$ cat config.mk
export PLATFORM = sky130hd
export DESIGN_NAME = coin_key_filter
export DESIGN_NICKNAME = d
export VERILOG_FILES = /design/src/rtl/coin_key_filter.sv
export SDC_FILE = /design/constraint.sdc
export NUM_CORES = 1
export LEC_CHECK = 0
export ABC_AREA = 1
export CORE_MARGIN = 2
export CORE_UTILIZATION = 30
export DETAILED_ROUTE_END_ITERATION = 12
export PLACE_DENSITY = 0.45
export SLEW_MARGIN = 0
export SYNTH_ARGS = -nofsm -noshare
export SYNTH_HDL_FRONTEND = slang
export SYNTH_SLANG_ARGS = --single-unit
$ cat constraint.sdc
create_clock -name clk_i -period 4.9 [get_ports clk_i]
set_clock_uncertainty 0.1 [all_clocks]
set_input_delay 0.49 -clock clk_i [delete_from_list [all_inputs] [get_ports clk_i]]
set_output_delay 0.49 -clock clk_i [all_outputs]
set_load 0.02 [all_outputs]
$ cat src/rtl/coin_key_filter.sv
// Coin-input conditioner for the cola vending FSM.
// Two raw active-low push-keys (key[0] = 1 yuan, key[1] = 0.5 yuan) are
// synchronised, debounced and turned into single-cycle pulses, one per
// accepted press. The two pulses are never high in the same cycle, so the
// downstream FSM never drops a coin to its branch priority.
module coin_key_filter #(
   parameter int unsigned DEBOUNCE_CNT = 32'd1_000_000,
   parameter int unsigned CNT_W        = 20
) (
   input  logic       clk_i,
   input  logic       rst_ni,
   input  logic [1:0] key_i,
   output logic       key_1_o,
   output logic       key0_5_o,
   output logic [1:0] key_level_o
);

   typedef enum logic [1:0] {
      ST_UP,
      ST_DN_FILT,
      ST_DOWN,
      ST_UP_FILT
   } chan_state_e;

   localparam logic [CNT_W-1:0] CntLast = CNT_W'(DEBOUNCE_CNT - 32'd1);
   localparam logic [CNT_W-1:0] CntOne  = CNT_W'(1);

   logic [1:0]       sync1_q;
   logic [1:0]       sync2_q;
   chan_state_e      state_q [2];
   logic [CNT_W-1:0] cnt_q   [2];
   logic [1:0]       req_q;
   logic [1:0]       level_q;
   logic             key1_q;
   logic             key05_q;
   logic             pending_q;
   logic             key1_d;
   logic             key05_d;
   logic             pending_d;

   // Two-flop synchroniser per key; resets to the released level (1).
   always_ff @(posedge clk_i or negedge rst_ni) begin
      if (!rst_ni) begin
         sync1_q <= 2'b11;
         sync2_q <= 2'b11;
      end else begin
         sync1_q <= key_i;
         sync2_q <= sync1_q;
      end
   end

   // Independent debounce FSM per channel: a level must hold for
   // DEBOUNCE_CNT consecutive cycles before it is accepted; a press raises
   // a one-cycle request and the debounced level, a release drops the level.
   always_ff @(posedge clk_i or negedge rst_ni) begin
      if (!rst_ni) begin
         for (int i = 0; i < 2; i++) begin
            state_q[i] <= ST_UP;
            cnt_q[i]   <= '0;
         end
         req_q   <= 2'b00;
         level_q <= 2'b00;
      end else begin
         for (int i = 0; i < 2; i++) begin
            req_q[i] <= 1'b0;
            case (state_q[i])
               ST_UP: begin
                  if (!sync2_q[i]) begin
                     state_q[i] <= ST_DN_FILT;
                     cnt_q[i]   <= CntOne;
                  end
               end
               ST_DN_FILT: begin
                  if (sync2_q[i]) begin
                     state_q[i] <= ST_UP;
                     cnt_q[i]   <= '0;
                  end else if (cnt_q[i] == CntLast) begin
                     state_q[i] <= ST_DOWN;
                     cnt_q[i]   <= '0;
                     req_q[i]   <= 1'b1;
                     level_q[i] <= 1'b1;
                  end else if (cnt_q[i] != '1) begin
                     cnt_q[i] <= cnt_q[i] + CntOne;
                  end
               end
               ST_DOWN: begin
                  if (sync2_q[i]) begin
                     state_q[i] <= ST_UP_FILT;
                     cnt_q[i]   <= CntOne;
                  end
               end
               ST_UP_FILT: begin
                  if (!sync2_q[i]) begin
                     state_q[i] <= ST_DOWN;
                     cnt_q[i]   <= '0;
                  end else if (cnt_q[i] == CntLast) begin
                     state_q[i] <= ST_UP;
                     cnt_q[i]   <= '0;
                     level_q[i] <= 1'b0;
                  end else if (cnt_q[i] != '1) begin
                     cnt_q[i] <= cnt_q[i] + CntOne;
                  end
               end
               default: begin
                  state_q[i] <= ST_UP;
                  cnt_q[i]   <= '0;
               end
            endcase
         end
      end
   end

   // Collision arbitration: the 1-yuan request wins a tie and the 0.5-yuan
   // request is parked in the pending flop for one cycle.
   always_comb begin
      key1_d    = req_q[0];
      key05_d   = pending_q | (req_q[1] & ~req_q[0]);
      pending_d = req_q[0] & req_q[1];
   end

   // Registered output stage so no output depends combinationally on a key.
   always_ff @(posedge clk_i or negedge rst_ni) begin
      if (!rst_ni) begin
         key1_q    <= 1'b0;
         key05_q   <= 1'b0;
         pending_q <= 1'b0;
      end else begin
         key1_q    <= key1_d;
         key05_q   <= key05_d;
         pending_q <= pending_d;
      end
   end

   assign key_1_o     = key1_q;
   assign key0_5_o    = key05_q;
   assign key_level_o = level_q;

endmodule

==> impl_metrics.yaml <==
status:
  status: "completed"
floorplanning:
  die-area_um2: 13500
  core_um2: 12100
  io_pins: 8
  fp.dieW_um: 116
  rows: 40
  start_util: 0.311
  die_h_um: 116
final_layout:
  final_common_cell: "nand2_1"
  nNetsFinal: 584
  mostFrequentLayoutCells: "189 x nand2_1, 94 x nand3_1, 67 x nor2_1"
  nFillCells: 1332
  multi_input_area_um2: 2000
  syn2layout_area_growth_pct: 9.77
  final_cell_area_um2: 4130
  drive_above_1_share: 0.0984
  regArea_um2: 1380
  diodes: 0
  final_util: 0.341
sta:
  setup_viol: 0
  period_needed_ns: 2.24
  slew_headroom: 0.514
  tightest_slew_ns: 0.729
  period_share: 0.457
  fmax_ghz: 0.447
  setup_tns_ns: 0
  maxSlewViolCount: 0
  rsz0062_at_grt: "false"
  hold_violations: 0
synthesis:
  synth_top_area_cell: "dfrtp_1"
  synth.top_cell.area_share: 0.339
  synth_area_um2: 3760
  syn_nets: 579
  ys_warn_count: 0
  synthCells: 573
  yosysUniqueCellTypes: 39
  synth.avg_cell_area_um2: 6.57
  yosysSeqAreaShare: 0.367
  ys_seq_elements: 55
  synth_area_leaders: "dfrtp_1 34%, nand2_1 19%, nand3_1 12%, nor2_1 6.7%, inv_1 6.6%"
power_and_ir_drop:
  p_switching_mw: 0.400
  clkPwrFrac: 0.337
  power.density_nw_per_um2: 277
  p_leak_nw: 2.05
  vdd_drop_max_mv: 0.121
  intPower_mw: 0.745
  p_sw_frac: 0.349
  p_comb_frac: 0.205
  pwr-share-seq: 0.458
drt:
  dr.pass1.iters: 4
  via_count: 3468
  drt_iter0_drc: 260
  wirelength_um: 9540
  drc: 0
  viasPerCell: 4.64
  postRouteAntennaNets: 0
  wl_per_cell_um: 12.8
clock_tree:
  cts_tree: "done"
  root_buffer: "clkbuf_16"
  cts_resized: 0
  htreeDepth: 2
  cts.sinks: 55
  post_cts_buffers: 0
  clk_latency_ns: 0.30
  cts_inserted_buffers: 5
  clock_path_buffers: 2
  holdBufCountCts: 0
  path_clk_slew_ns: 0.08
worst_setup_path:
  crit_top_cell: "nand2_1"
  crit_arrival_ns: 2.37
  rrSetupSlack_ns: 2.66
  r2r_start: "sync2_q[1]$_DFF_PN1_"
  r2r_end: "cnt_q[12]$_DFFE_PN0P_"
  start_kind: "flop"
  crit_chain: "inv_4 -> nand2_1 -> nand2_1 -> nor2_2 -> inv_2 -> nand2_1 -> nand2_1 -> a21oi_2"
  worstPathMaxFanout: 13
  worstPathRequired_ns: 5.04
  end_kind: "flop"
  worstRegToRegCells: 8
  crit_type: "flop to flop"
  crit_slowest_cell: "dfstp_2"
  crit_family: "simple AND/OR/NAND/NOR gates"
  max_stage_delay_ns: 0.66
  cp_num_buf_inv: 2
global_route:
  grt_pass1_vias: 3192
  grt_max_degree: 56
  overflow: 0
  antenna_found_initial: 0
  grt_pass1_wl_um: 16200
  grt.total_usage: 0.153
placement:
  dp_hpwl_um: 7140
  io_buffer_count: 7
  placed_area_um2: 3980
  gp_congestion: 0.857
flow_run:
  cap_violations: 0
min_path:
  hp-class: "input pin to async pin"
==> sequential cells by signal (all words and copies together), names as in the netlist, named ones only <==
name         cells
key0_5_o         1
sync2_q          2
key_1_o          1
sync1_q          2
state_q          2
cnt_q           40
key_level_o      2
req_q            2
pending_q        1
==> per-stage QoR <==
step	worst slack [ns]	total power, mW	hold WS [ns]	std cells
floorplan	3.20	0.700	0.0944	573
global placement	2.73	0.769	0.253	739
detailed placement	2.68	0.770	0.255	739
CTS	2.67	1.16	0.267	747
global route	2.52	1.22	0.268	747
finish	2.66	1.14	0.227	747
==> logic make-up after synthesis <==
logic type	synth area share
AO/OA/AOI/OAI	0.0392
buffers and inverters	0.102
XOR/XNOR	0.00898
AND/OR/NAND/NOR	0.476
adder cells (fa/ha/maj)	0.00665
flip-flops	0.367
==> cells in the mapped netlist (all sizes together) <==
master	n
nand3	98
a21oi	4
or2	3
o21ai	14
dfrtp	51
nor2	77
a21boi	1
o21bai	1
dfstp	4
o211ai	3
nor3	4
nand4	16
nand2	195
inv	82
xnor2	2
buf	10
xor2	1
ha	2
nor4	1
nand3b	3
clkbuf	1
==> power groups by stage <==
stage	combinational (mW)	clock (mW)	sequential (mW)
2_1_floorplan	0.190	0	0.510
3_3_place_gp	0.236	0	0.533
3_5_place_dp	0.237	0	0.533
4_1_cts	0.239	0.402	0.524
5_1_grt	0.271	0.421	0.531
6_report	0.235	0.385	0.524
==> layout make-up <==
class                      instances  area share
clock buffer                       5      0.0303
clock inverter                     3     0.00666
inverter                          82      0.0751
multi-input combinational        425       0.484
sequential                        55       0.334
tap                              168      0.0509
timing repair buffer               9      0.0194
==> how the worst max path moves through the flow <==
stage | slack, ns | from | cells past startpoint | end
2_1_floorplan | 3.20 | cnt_q[21]$_DFFE_PN0P_ | 9 | cnt_q[21]$_DFFE_PN0P_
3_3_place_gp | 2.73 | sync2_q[1]$_DFF_PN1_ | 8 | cnt_q[12]$_DFFE_PN0P_
3_5_place_dp | 2.68 | sync2_q[1]$_DFF_PN1_ | 8 | cnt_q[12]$_DFFE_PN0P_
4_1_cts | 2.67 | sync2_q[1]$_DFF_PN1_ | 8 | cnt_q[12]$_DFFE_PN0P_
5_1_grt | 2.52 | sync2_q[1]$_DFF_PN1_ | 8 | cnt_q[1]$_DFFE_PN0P_
6_report | 2.66 | sync2_q[1]$_DFF_PN1_ | 8 | cnt_q[12]$_DFFE_PN0P_
==> layer usage <==
metal	GRT usage	wire [um]
met5	0	0
met4	0.0460	66
met3	0.0267	329
met2	0.219	3960
met1	0.235	5180
(Power assumes the default switching activity.)
